`config.mk`:
```
export PLATFORM = sky130hd
export DESIGN_NAME = fir_stage_scheduler_flat
export DESIGN_NICKNAME = d
export VERILOG_FILES = /design/src/rtl/fir_stage_scheduler_if.sv /design/src/rtl/fir_stage_scheduler.sv /design/src/flat_wrapper.sv
export SDC_FILE = /design/constraint.sdc
export NUM_CORES = 1
export LEC_CHECK = 0
export BUFFER_PORTS_ARGS = -buffer_cell sky130_fd_sc_hd__buf_2
export CORE_MARGIN = 5
export CORE_UTILIZATION = 49
export CTS_CLUSTER_DIAMETER = 80
export DETAILED_ROUTE_END_ITERATION = 12
export GPL_ROUTABILITY_DRIVEN = 0
export PLACE_DENSITY_LB_ADDON = 0.08
export SLEW_MARGIN = 10
export SYNTH_ARGS = -nofsm -noshare
export SYNTH_HDL_FRONTEND = slang
export SYNTH_SLANG_ARGS = --single-unit
```
`constraint.sdc`:
```
create_clock -name clk_in -period 1.6 [get_ports clk_in]
set_clock_uncertainty 0.05 [all_clocks]
set_input_delay 0.24 -clock clk_in [delete_from_list [all_inputs] [get_ports clk_in]]
set_output_delay 0.24 -clock clk_in [all_outputs]
set_load 0.05 [all_outputs]
```
`src/rtl/fir_stage_scheduler_if.sv`:
```
// Request/status bundle between the decimation stages and the shared-MAC scheduler.
// master drives sample-valid pulses and overrun clear; slave returns the MAC sequencing strobes.
interface fir_stage_scheduler_if #(
  parameter int TW = 4
);
  logic [3:0]    req_in;
  logic          ovr_clr_in;
  logic          busy_out;
  logic [1:0]    stage_out;
  logic [TW-1:0] tap_out;
  logic          mac_en_out;
  logic          mac_clear_out;
  logic          done_out;
  logic [3:0]    overrun_out;

  modport master (
    output req_in,
    output ovr_clr_in,
    input  busy_out,
    input  stage_out,
    input  tap_out,
    input  mac_en_out,
    input  mac_clear_out,
    input  done_out,
    input  overrun_out
  );

  modport slave (
    input  req_in,
    input  ovr_clr_in,
    output busy_out,
    output stage_out,
    output tap_out,
    output mac_en_out,
    output mac_clear_out,
    output done_out,
    output overrun_out
  );
endinterface

```
`src/rtl/fir_stage_scheduler.sv`:
```
// Time-shares one MAC across four decimation stages: fixed priority, one NUM_TAPS pass per sample.
// Grant one cycle after the pending bit registers; no backpressure, a second sample while queued flags overrun.
module fir_stage_scheduler #(
  parameter int NUM_TAPS = 16,
  parameter int TW       = $clog2(NUM_TAPS)
) (
  input  logic                  clk_in,
  input  logic                  rst_in,
  fir_stage_scheduler_if.slave  sched_if
);

  typedef enum logic [1:0] {
    S_IDLE = 2'd0,
    S_RUN  = 2'd1,
    S_DONE = 2'd2
  } state_e;

  localparam logic [TW-1:0] LAST_TAP = TW'(NUM_TAPS - 1);

  state_e        state_q,     state_d;
  logic [3:0]    pending_q,   pending_d;
  logic [3:0]    overrun_q,   overrun_d;
  logic [1:0]    stage_q,     stage_d;
  logic [TW-1:0] tap_q,       tap_d;
  logic          mac_en_q,    mac_en_d;
  logic          mac_clear_q, mac_clear_d;
  logic          done_q,      done_d;
  logic          busy_q,      busy_d;

  logic [3:0]    grant_vec;
  logic [1:0]    grant_idx;
  logic [3:0]    ovr_evt;

  always_ff @(posedge clk_in) begin
    if (rst_in) begin
      state_q     <= S_IDLE;
      pending_q   <= '0;
      overrun_q   <= '0;
      stage_q     <= '0;
      tap_q       <= '0;
      mac_en_q    <= 1'b0;
      mac_clear_q <= 1'b0;
      done_q      <= 1'b0;
      busy_q      <= 1'b0;
    end else begin
      state_q     <= state_d;
      pending_q   <= pending_d;
      overrun_q   <= overrun_d;
      stage_q     <= stage_d;
      tap_q       <= tap_d;
      mac_en_q    <= mac_en_d;
      mac_clear_q <= mac_clear_d;
      done_q      <= done_d;
      busy_q      <= busy_d;
    end
  end

  always_comb begin
    state_d     = state_q;
    stage_d     = stage_q;
    tap_d       = tap_q;
    mac_en_d    = 1'b0;
    mac_clear_d = 1'b0;
    done_d      = 1'b0;
    grant_vec   = '0;
    grant_idx   = '0;

    // Descending scan leaves the lowest set index, so stage 0 wins.
    for (int k = 3; k >= 0; k--) begin
      if (pending_q[k]) grant_idx = 2'(k);
    end

    case (state_q)
      S_IDLE: begin
        if (|pending_q) begin
          state_d     = S_RUN;
          stage_d     = grant_idx;
          tap_d       = '0;
          mac_en_d    = 1'b1;
          mac_clear_d = 1'b1;
          grant_vec   = 4'b0001 << grant_idx;
        end
      end
      S_RUN: begin
        if (tap_q == LAST_TAP) begin
          state_d = S_DONE;
          done_d  = 1'b1;
        end else begin
          tap_d    = tap_q + TW'(1);
          mac_en_d = 1'b1;
        end
      end
      S_DONE: begin
        state_d = S_IDLE;
      end
      default: begin
        state_d = S_IDLE;
      end
    endcase

    busy_d = (state_d != S_IDLE);

    // A request coinciding with the grant re-queues that stage rather than overrunning it.
    ovr_evt   = sched_if.req_in & pending_q & ~grant_vec;
    pending_d = (pending_q & ~grant_vec) | sched_if.req_in;
    overrun_d = (sched_if.ovr_clr_in ? 4'b0000 : overrun_q) | ovr_evt;
  end

  assign sched_if.busy_out      = busy_q;
  assign sched_if.stage_out     = stage_q;
  assign sched_if.tap_out       = tap_q;
  assign sched_if.mac_en_out    = mac_en_q;
  assign sched_if.mac_clear_out = mac_clear_q;
  assign sched_if.done_out      = done_q;
  assign sched_if.overrun_out   = overrun_q;

endmodule

```
`src/flat_wrapper.sv`:
```
// flat-port wrapper written by rule: the top's interface ports become plain ports
module fir_stage_scheduler_flat 
#(
  parameter int NUM_TAPS = 16,
  parameter int TW       = $clog2(NUM_TAPS)
)
  (clk_in, rst_in, sched_if_req_in, sched_if_ovr_clr_in, sched_if_busy_out, sched_if_stage_out, sched_if_tap_out, sched_if_mac_en_out, sched_if_mac_clear_out, sched_if_done_out, sched_if_overrun_out);
  fir_stage_scheduler_if #(.TW(TW)) sched_if_i ();
  input  logic clk_in;
  input  logic rst_in;
  input wire logic [$bits(sched_if_i.req_in)-1:0] sched_if_req_in;
  input wire logic [$bits(sched_if_i.ovr_clr_in)-1:0] sched_if_ovr_clr_in;
  output wire logic [$bits(sched_if_i.busy_out)-1:0] sched_if_busy_out;
  output wire logic [$bits(sched_if_i.stage_out)-1:0] sched_if_stage_out;
  output wire logic [$bits(sched_if_i.tap_out)-1:0] sched_if_tap_out;
  output wire logic [$bits(sched_if_i.mac_en_out)-1:0] sched_if_mac_en_out;
  output wire logic [$bits(sched_if_i.mac_clear_out)-1:0] sched_if_mac_clear_out;
  output wire logic [$bits(sched_if_i.done_out)-1:0] sched_if_done_out;
  output wire logic [$bits(sched_if_i.overrun_out)-1:0] sched_if_overrun_out;
  assign sched_if_i.req_in = sched_if_req_in;
  assign sched_if_i.ovr_clr_in = sched_if_ovr_clr_in;
  assign sched_if_busy_out = sched_if_i.busy_out;
  assign sched_if_stage_out = sched_if_i.stage_out;
  assign sched_if_tap_out = sched_if_i.tap_out;
  assign sched_if_mac_en_out = sched_if_i.mac_en_out;
  assign sched_if_mac_clear_out = sched_if_i.mac_clear_out;
  assign sched_if_done_out = sched_if_i.done_out;
  assign sched_if_overrun_out = sched_if_i.overrun_out;
  fir_stage_scheduler #(.NUM_TAPS(NUM_TAPS), .TW(TW)) u_core (.clk_in(clk_in), .rst_in(rst_in), .sched_if(sched_if_i));
endmodule
```
==> results.json <==
{
  "hp-class": "in -> reg",
  "ir_drop_mv": 0.487,
  "synth_top_area_cell": "dfxtp_1",
  "placed_cells": 115,
  "grt_usage_pct": 13.8,
  "finalCritPeriodShare_pct": 90.8,
  "worstPathCellList": "or4_4 -> o21ai_0 -> a21oi_1",
  "finalNonFillerCells": 119,
  "core_sq_mm": 0.00152,
  "antenna_cells": 0,
  "io_pins": 21,
  "finalWorstSetupSlack_ps": 147,
  "hold_slack_ps": 104,
  "power_w": 0.00103,
  "cp.arrival_ps": 1590,
  "hold_depth": 3,
  "chipWidth_um": 50.1,
  "syn_area_per_cell_sq_um": 9.51,
  "hpwl_mm": 1.15,
  "root_buffer": "clkbuf_4",
  "synth_nets": 91,
  "status": "finished, final reports clean",
  "viasPerCell": 5.65,
  "dieHeight_um": 50.1,
  "dr.pass1.iters": 4,
  "numCtsBuffers": 3,
  "ys_warn_count": 0,
  "yosysUniqueCellTypes": 30,
  "synth_top_area_share_pct": 50.7,
  "ff2ff_path_depth": 3,
  "start_util_pct": 51.8,
  "nets": 112,
  "end_kind": "flip-flop",
  "ys_top_cells_by_area": "dfxtp_1, a21oi_1, nor2_1, nor3_1, o21ai_0",
  "cpMaxStageDelayCell": "or4_4",
  "clock-sinks": 20,
  "cts.repair.resized": 0,
  "clk_latency_ps": 300,
  "synth_cells": 83,
  "worstMarginPinSlew_ps": 386,
  "crit_family": "simple AND/OR/NAND/NOR gates",
  "hold_violations": 0,
  "fmax_mhz": 688,
  "areaGrowthSynthToFinish_pct": 17.3,
  "htree_levels": 1,
  "drtAntennaViolNets": 0,
  "drcViolationCount": 0,
  "slew_violations": 0,
  "hold_buffers": 0,
  "drt_iter0_markers": 25,
  "totalWireLength_mm": 1.58,
  "dp_slack_ps": 151,
  "slew_headroom_pct": 74.3,
  "port_buffers": 20,
  "grt_pass1_wl_mm": 2.77,
  "ys_ff_latch": 20,
  "rows": 14,
  "leakage_nw": 0.401,
  "cellPowerDensity_mw_per_mm2": 1110,
  "cts_setup_buffers": 0,
  "start_kind": "flip-flop",
  "rsz0062_at_grt": "false",
  "path_max_fanout": 6,
  "worstSetupPathType": "reg -> reg",
  "mostFrequentLayoutCells": "buf_2, dfxtp_1, a21oi_1, nor2_1, inv_1",
  "critPathMaxStageDelay_ps": 580,
  "grt_pass1_vias": 632,
  "finalSetupTns_ps": 0,
  "synth_seq_area_share_pct": 50.7,
  "period_minus_slack_ps": 1450,
  "cp.required_ps": 1740,
  "overflow": 0,
  "grt_max_degree": 19,
  "setup_violations": 0,
  "fp.dieArea_sq_mm": 0.00251,
  "crit_buf_inv": 0,
  "cts_tree": "yes",
  "clk_pin_slew_ps": 110,
  "antenna_found_initial": 0,
  "layout-drive-gt1-share_pct": 29.1,
  "fill_cells": 139,
  "synth_area_sq_um": 790,
  "avgRoutedWirePerCell_um": 13.3,
  "dr_total_vias": 672,
  "cp_num_cells": 3,
  "drv_cap": 0,
  "ctsLongestPathBuffers": 2
}
==> routing by layer <==
metal | track usage (%) | up-vias | wire [um]
li1 | - | 340 | -
met2 | 19.2 | 23 | 629
met5 | 0 | - | 0
met3 | 3.25 | 2 | 118
met4 | 6.55 | 0 | 19
met1 | 19.9 | 307 | 813
==> kinds of logic (layout without fill, tap and decap cells) <==
kind of cell,count (synthesis),after routing,share of synthesized area (%)
flops,20,20,50.7
fa+ha+maj,1,1,1.58
simple gates,27,27,20.9
compound gates,24,24,20.4
buf+inv,11,31,6.34
==> through the flow <==
| step | utilization, % | cell area, sq um |
|---|---|---|
| detailed placement | 58.4 | 890 |
| finish | 60.8 | 926 |
| floorplan | - | 790 |
| global route | 60.8 | 926 |
| CTS | 60.8 | 926 |
| global placement | 58.4 | 890 |
==> state kept, by name, summed over array words and instances, names as in the netlist <==
register and count:
u_core.pending_q 4, u_core.sched_if.overrun_out 4, u_core.sched_if.tap_out 4, u_core.sched_if.stage_out 2, u_core.state_q 2, u_core.sched_if.busy_out 1, u_core.sched_if.done_out 1, u_core.sched_if.mac_clear_out 1
u_core.sched_if.mac_en_out 1
==> cells in the mapped netlist, drive strengths merged <==
master	number
dfxtp	20
a21oi	7
nor2	7
inv	6
nor3	5
o21ai	5
clkbuf	4
nand2b	3
a32oi	2
nand3	2
nor4	2
nor4b	2
o31ai	2
or3	2
a2111o	1
a211oi	1
a22oi	1
a31o	1
a31oi	1
and3	1
buf	1
ha	1
nand2	1
o21bai	1
o22a	1
o31a	1
or2	1
or4	1
==> worst register-to-register path, delay by kind of cell, from the launching register on <==
family,cells,cell delay [ps]
compound gates,2,310
simple gates,1,580
flops,1,400
==> layout make-up <==
| cell class | count | area, sq um | share of cell area, % |
|---|---|---|---|
| Sequential cell | 20 | 400 | 43.2 |
| Multi-Input combinational cell | 52 | 339 | 36.6 |
| Timing Repair Buffer | 21 | 108 | 11.6 |
| Clock buffer | 4 | 36.3 | 3.92 |
| Inverter | 6 | 22.5 | 2.43 |
| Tap cell | 16 | 20.0 | 2.16 |
==> power by group <==
| part | internal [W] | switching, W |
|---|---|---|
| Sequential | 0.000527 | 0.0000243 |
| Combinational | 0.0000580 | 0.000125 |
| Clock | 0.000139 | 0.000155 |
| Total | 0.000723 | 0.000304 |
==> final timing paths <==
check                                                  from                                   endpoint  slack (ps)
setup / recovery             u_core.pending_q[0]$_SDFF_PP0_             u_core.pending_q[3]$_SDFF_PP0_         150
hold / removal                           sched_if_req_in[2]             u_core.pending_q[2]$_SDFF_PP0_         100
setup reg to reg             u_core.pending_q[0]$_SDFF_PP0_             u_core.pending_q[3]$_SDFF_PP0_         150
hold reg to reg   u_core.sched_if.stage_out[0]$_SDFFE_PP0P_  u_core.sched_if.stage_out[0]$_SDFFE_PP0P_         430
Power figures use the tool's default switching activity.
